[config.mk]
export PLATFORM = sky130hd
export DESIGN_NAME = hd63701_sci_rx
export DESIGN_NICKNAME = d
export VERILOG_FILES = /design/src/rtl/hd63701_sci_rx.sv
export SDC_FILE = /design/constraint.sdc
export NUM_CORES = 1
export LEC_CHECK = 0
export ABC_AREA = 1
export BUFFER_PORTS_ARGS = -buffer_cell sky130_fd_sc_hd__buf_2
export CAP_MARGIN = 20
export CORE_MARGIN = 2
export CORE_UTILIZATION = 57
export DETAILED_ROUTE_END_ITERATION = 10
export PLACE_DENSITY = 0.78
export SYNTH_ARGS = -nofsm -noshare
export SYNTH_HDL_FRONTEND = slang
export SYNTH_SLANG_ARGS = --single-unit
[constraint.sdc]
create_clock -name CLK -period 1.8 [get_ports CLK]
set_input_delay 0.36 -clock CLK [delete_from_list [all_inputs] [get_ports CLK]]
set_output_delay 0.36 -clock CLK [all_outputs]
set_load 0.02 [all_outputs]
[src/rtl/hd63701_sci_rx.sv]
// HD63701-style SCI receiver: 16x oversampled 8N1 deserializer with RDRF/ORFE status and read-sequence flag clearing.
// Define SCI_RX_MAJORITY_EN to take each bit as the 2-of-3 majority of the samples at sub-bit counts 7, 8 and 9.
module hd63701_sci_rx #(
    parameter int CLKDIV = 4
) (
    input  logic       CLK,
    input  logic       RSTn,
    input  logic       RE,
    input  logic       RIE,
    input  logic       RXD,
    input  logic       RD_STAT,
    input  logic       RD_DATA,
    output logic [7:0] RDR,
    output logic       RDRF,
    output logic       ORFE,
    output logic       IRQ
);

    localparam int PW = (CLKDIV > 1) ? $clog2(CLKDIV) : 1;

`ifdef SCI_RX_MAJORITY_EN
    localparam logic [3:0] DECIDE = 4'd9;
`else
    localparam logic [3:0] DECIDE = 4'd8;
`endif

    typedef enum logic [1:0] {IDLE, START, DATA, STOP} state_t;

    state_t          state;
    logic            rxdMeta;
    logic            rxdSync;
    logic [PW-1:0]   prescaler;
    logic [3:0]      subCnt;
    logic [2:0]      bitCnt;
    logic [7:0]      shiftReg;
    logic            armed;
    logic            waitHigh;

    logic            tick;
    logic            decideNow;
    logic            bitVal;
    logic            statusHasFlag;
    logic            clearNow;
    logic            rdrfEff;
    logic            orfeEff;
    logic            stopEvent;

`ifdef SCI_RX_MAJORITY_EN
    logic            samp7;
    logic            samp8;
    assign bitVal = (samp7 & samp8) | (samp7 & rxdSync) | (samp8 & rxdSync);
`else
    assign bitVal = rxdSync;
`endif

    always_comb begin
        tick          = (prescaler == PW'(CLKDIV - 1));
        decideNow     = tick && (subCnt == DECIDE);
        statusHasFlag = RDRF | ORFE;
        // A same-cycle status+data read behaves as status-then-data.
        clearNow      = RD_DATA && (armed || (RD_STAT && statusHasFlag));
        rdrfEff       = RDRF && !clearNow;
        orfeEff       = ORFE && !clearNow;
        stopEvent     = RE && (state == STOP) && decideNow;
    end

    assign IRQ = (RDRF | ORFE) & RIE;

    always_ff @(posedge CLK or negedge RSTn) begin
        if (!RSTn) begin
            state     <= IDLE;
            rxdMeta   <= 1'b1;
            rxdSync   <= 1'b1;
            prescaler <= '0;
            subCnt    <= 4'd0;
            bitCnt    <= 3'd0;
            shiftReg  <= 8'h00;
            RDR       <= 8'h00;
            RDRF      <= 1'b0;
            ORFE      <= 1'b0;
            armed     <= 1'b0;
            waitHigh  <= 1'b0;
`ifdef SCI_RX_MAJORITY_EN
            samp7     <= 1'b1;
            samp8     <= 1'b1;
`endif
        end else begin
            rxdMeta <= RXD;
            rxdSync <= rxdMeta;

            if (tick) begin
                prescaler <= '0;
            end else begin
                prescaler <= prescaler + 1'b1;
            end

            // Clearing read is applied before the completing frame is judged.
            RDRF <= rdrfEff;
            ORFE <= orfeEff;
            if (clearNow) begin
                armed <= 1'b0;
            end else if (RD_STAT && statusHasFlag) begin
                armed <= 1'b1;
            end

            if (stopEvent) begin
                if (!bitVal || rdrfEff) begin
                    ORFE <= 1'b1;
                end else begin
                    RDR  <= shiftReg;
                    RDRF <= 1'b1;
                end
            end

`ifdef SCI_RX_MAJORITY_EN
            if (tick && (subCnt == 4'd7)) begin
                samp7 <= rxdSync;
            end
            if (tick && (subCnt == 4'd8)) begin
                samp8 <= rxdSync;
            end
`endif

            if (!RE) begin
                state <= IDLE;
            end else begin
                case (state)
                    IDLE: begin
                        if (rxdSync) begin
                            waitHigh <= 1'b0;
                        end
                        if (tick && !rxdSync && !waitHigh) begin
                            state  <= START;
                            subCnt <= 4'd0;
                        end
                    end
                    START: begin
                        if (tick) begin
                            subCnt <= subCnt + 4'd1;
                            if (subCnt == DECIDE) begin
                                if (bitVal) begin
                                    state <= IDLE;
                                end else begin
                                    state  <= DATA;
                                    bitCnt <= 3'd0;
                                end
                            end
                        end
                    end
                    DATA: begin
                        if (tick) begin
                            subCnt <= subCnt + 4'd1;
                            if (subCnt == DECIDE) begin
                                shiftReg <= {bitVal, shiftReg[7:1]};
                                bitCnt   <= bitCnt + 3'd1;
                                if (bitCnt == 3'd7) begin
                                    state <= STOP;
                                end
                            end
                        end
                    end
                    STOP: begin
                        if (tick) begin
                            subCnt <= subCnt + 4'd1;
                            if (subCnt == DECIDE) begin
                                state <= IDLE;
                                // A low stop bit leaves the line low; wait for it to go high before re-arming.
                                if (!bitVal) begin
                                    waitHigh <= 1'b1;
                                end
                            end
                        end
                    end
                    default: state <= IDLE;
                endcase
            end
        end
    end

endmodule

==> run metrics <==
drt pass-1 iters=4; final setup TNS=0 ns; Synth Cell Area=0.001640 mm2; IO Port Bufs=17; Mapped Cells=187; sequential area share after synthesis=50.50%; via count=1267; Yosys reg bits=33; RSZ-0062 raised after global routing=false; chip width=57.65 um; Post-Syn Area per Cell=8.772 um2; Crit-path slowest cell=dfrtp_1; starting density of the core=60.00%; worst-path cell chain=inv_1, ha_1, nand2_2, nor2_4, nand3_2, nor2_1, a21oi_2; layout cells sized above 1=19.05%; Clock Latency Late Sink=0.33 ns; CTS max path bufs=2; library cells used by synthesis=28; routed length per placed instance=11.69 um; antenna cells=0; Non-Filler Instances=241; hold crit path type=input port to async pin; Final setup viols=0; HPWL after DPL=2074 um; Worst IR Drop VDD=840.2 uV; Max-cap violations=0; Mapped Nets=203; global route total overflow=0; die area=0.003323 mm2; Via density=5.257; Clock Sinks=33; CP max FO=16; Slew @ Worst Pin=0.6918 ns; commonest non-fill, non-tap cell in the layout=nand2_1; H-Tree Depth=2; Data required, critical path=2.02 ns; # rows=19; status=finished clean; chip height=57.65 um; number of global-route vias before repair=1152; DRC Markers=0; power density of the placed cells=963.6 mW/mm2; most frequent cells in the layout=nand2_1, dfrtp_1, inv_1; antenna violations before repair=0; largest net degree at the start of global routing=34; Max Freq=634.8 MHz; area of the core=0.002734 mm2; Tmin final=1.575 ns; Crit path largest cell delay=0.42 ns; TritonCTS buffer count=5; Nets=225; Buf/Inv on CP=1; CTS tree=yes; GRT Total Usage=19.30%; global-route wire length before repair=4885 um; fin. max-slew vios=0; Final Hold Fails=0; CP startpoint kind=flip-flop; period utilization=87.52%; area delta synth->final=12.13%; max_slew headroom=53.88%; Synth Warn #=0; Final Wtd Congestion=0.7952; Cells after DPL=233; root buf cell=clkbuf_4; critical path type=flip-flop to flip-flop; crit path DAT=1.80 ns; skew final=0.01053 ns; drt total wl=2817 um; crit end category=flip-flop; Antenna Nets Post-Route=0; hold buffer count at cts=0; Top-Level Pins=18; drt first-iter violations=51; Worst-path clk slew=0.10 ns; Top Family by Delay on Critical Path=simple AND/OR/NAND/NOR gates; P_leak=0.001027 uW
-- repair_timing --
item,CTS,global route
endpoints found under the setup margin,0,2
gates resized for setup,0,1
setup buffers,0,0
-- layer usage --
layer	vias up	global-route usage [%]	routed length, um
met5	-	0	0
met4	0	5.980	23
met3	4	6.250	191
met2	42	31.82	1389
met1	580	24.33	1212
li1	641	-	-
-- where the power goes --
group | internal, uW | total, uW | switching (uW)
combinational | 128 | 362 | 234
sequential | 786 | 837 | 51.7
clock | 332 | 573 | 241
total | 1250 | 1770 | 527
-- sequential cells by signal (all words and copies together) (netlist names) --
register   cells
RDR            8
shiftReg       8
subCnt         4
bitCnt         3
prescaler      2
state          2
ORFE           1
RDRF           1
armed          1
bitVal         1
rxdMeta        1
waitHigh       1
-- synthesized netlist by cell type --
master / count / area share [%]
xor2_1: 1 / 0.53
o21a_1: 1 / 0.46
a21oi_1: 3 / 0.92
nor3_2: 1 / 0.61
inv_2: 3 / 0.69
dfrtp_1: 31 / 47
nand2_4: 1 / 0.69
nor2_4: 1 / 0.69
o21ai_0: 2 / 0.61
nor2_8: 1 / 1.2
nor2_1: 9 / 2.1
buf_2: 1 / 0.30
ha_1: 9 / 6.9
nand2_2: 1 / 0.38
nand3_1: 19 / 5.8
xnor2_1: 1 / 0.53
o22ai_2: 1 / 0.76
inv_1: 23 / 5.3
nand2_1: 57 / 13
nand3_2: 1 / 0.61
nand4_1: 1 / 0.38
nand3_4: 1 / 1.1
nor4_1: 1 / 0.38
nor3_1: 1 / 0.30
buf_6: 1 / 0.69
a21oi_2: 3 / 1.6
dfstp_2: 2 / 3.2
o21ai_1: 10 / 3.1
-- layout make-up --
cell class,count,area [um2]
clock buffer,7,55.05
clock inverter,1,30.03
fill,203,894.6
inverter,26,97.59
multi-input combinational,126,704.4
sequential,33,828.3
tap,31,38.79
timing repair buffer,17,85.08
-- per-stage QoR --
step | worst slack [ns] | total power [uW] | hold slack (ns) | util (%) | area (um2)
floorplan | 0.4032 | 1116 | 0.06441 | - | 1640
global placement | 0.2958 | 1186 | 0.3464 | 63.94 | 1748
detailed placement | 0.2304 | 1203 | 0.3515 | 63.94 | 1748
CTS | 0.2136 | 1776 | 0.08067 | 67.05 | 1833
global route | 0.03728 | 1896 | 0.1040 | 67.28 | 1839
finish | 0.2247 | 1772 | 0.05924 | 67.28 | 1839
-- path summary, 6_finish.rpt --
check	startpoint	endpoint	slack (ns)	cells past startpoint
max	subCnt[0]	shiftReg[6]	0.22	7
min	RSTn	armed	0.06	1
max reg2reg	subCnt[0]	shiftReg[6]	0.22	7
min reg2reg	rxdMeta	bitVal	0.36	0
max in group asynchronous	RSTn	prescaler[0]	1.28	1
min in group CLK	RXD	rxdMeta	0.13	1
-- logic make-up after synthesis --
group | after synthesis | synth area share (%)
buffers and inverters | 28 | 6.941
and+or+nand+nor | 95 | 27.23
adders and majority gates | 9 | 6.865
DFF | 33 | 50.50
xor gates and xnor gates | 2 | 1.068
AOI/OAI and AO/OA | 20 | 7.399
Note: power is estimated with default switching activity, not from simulation.
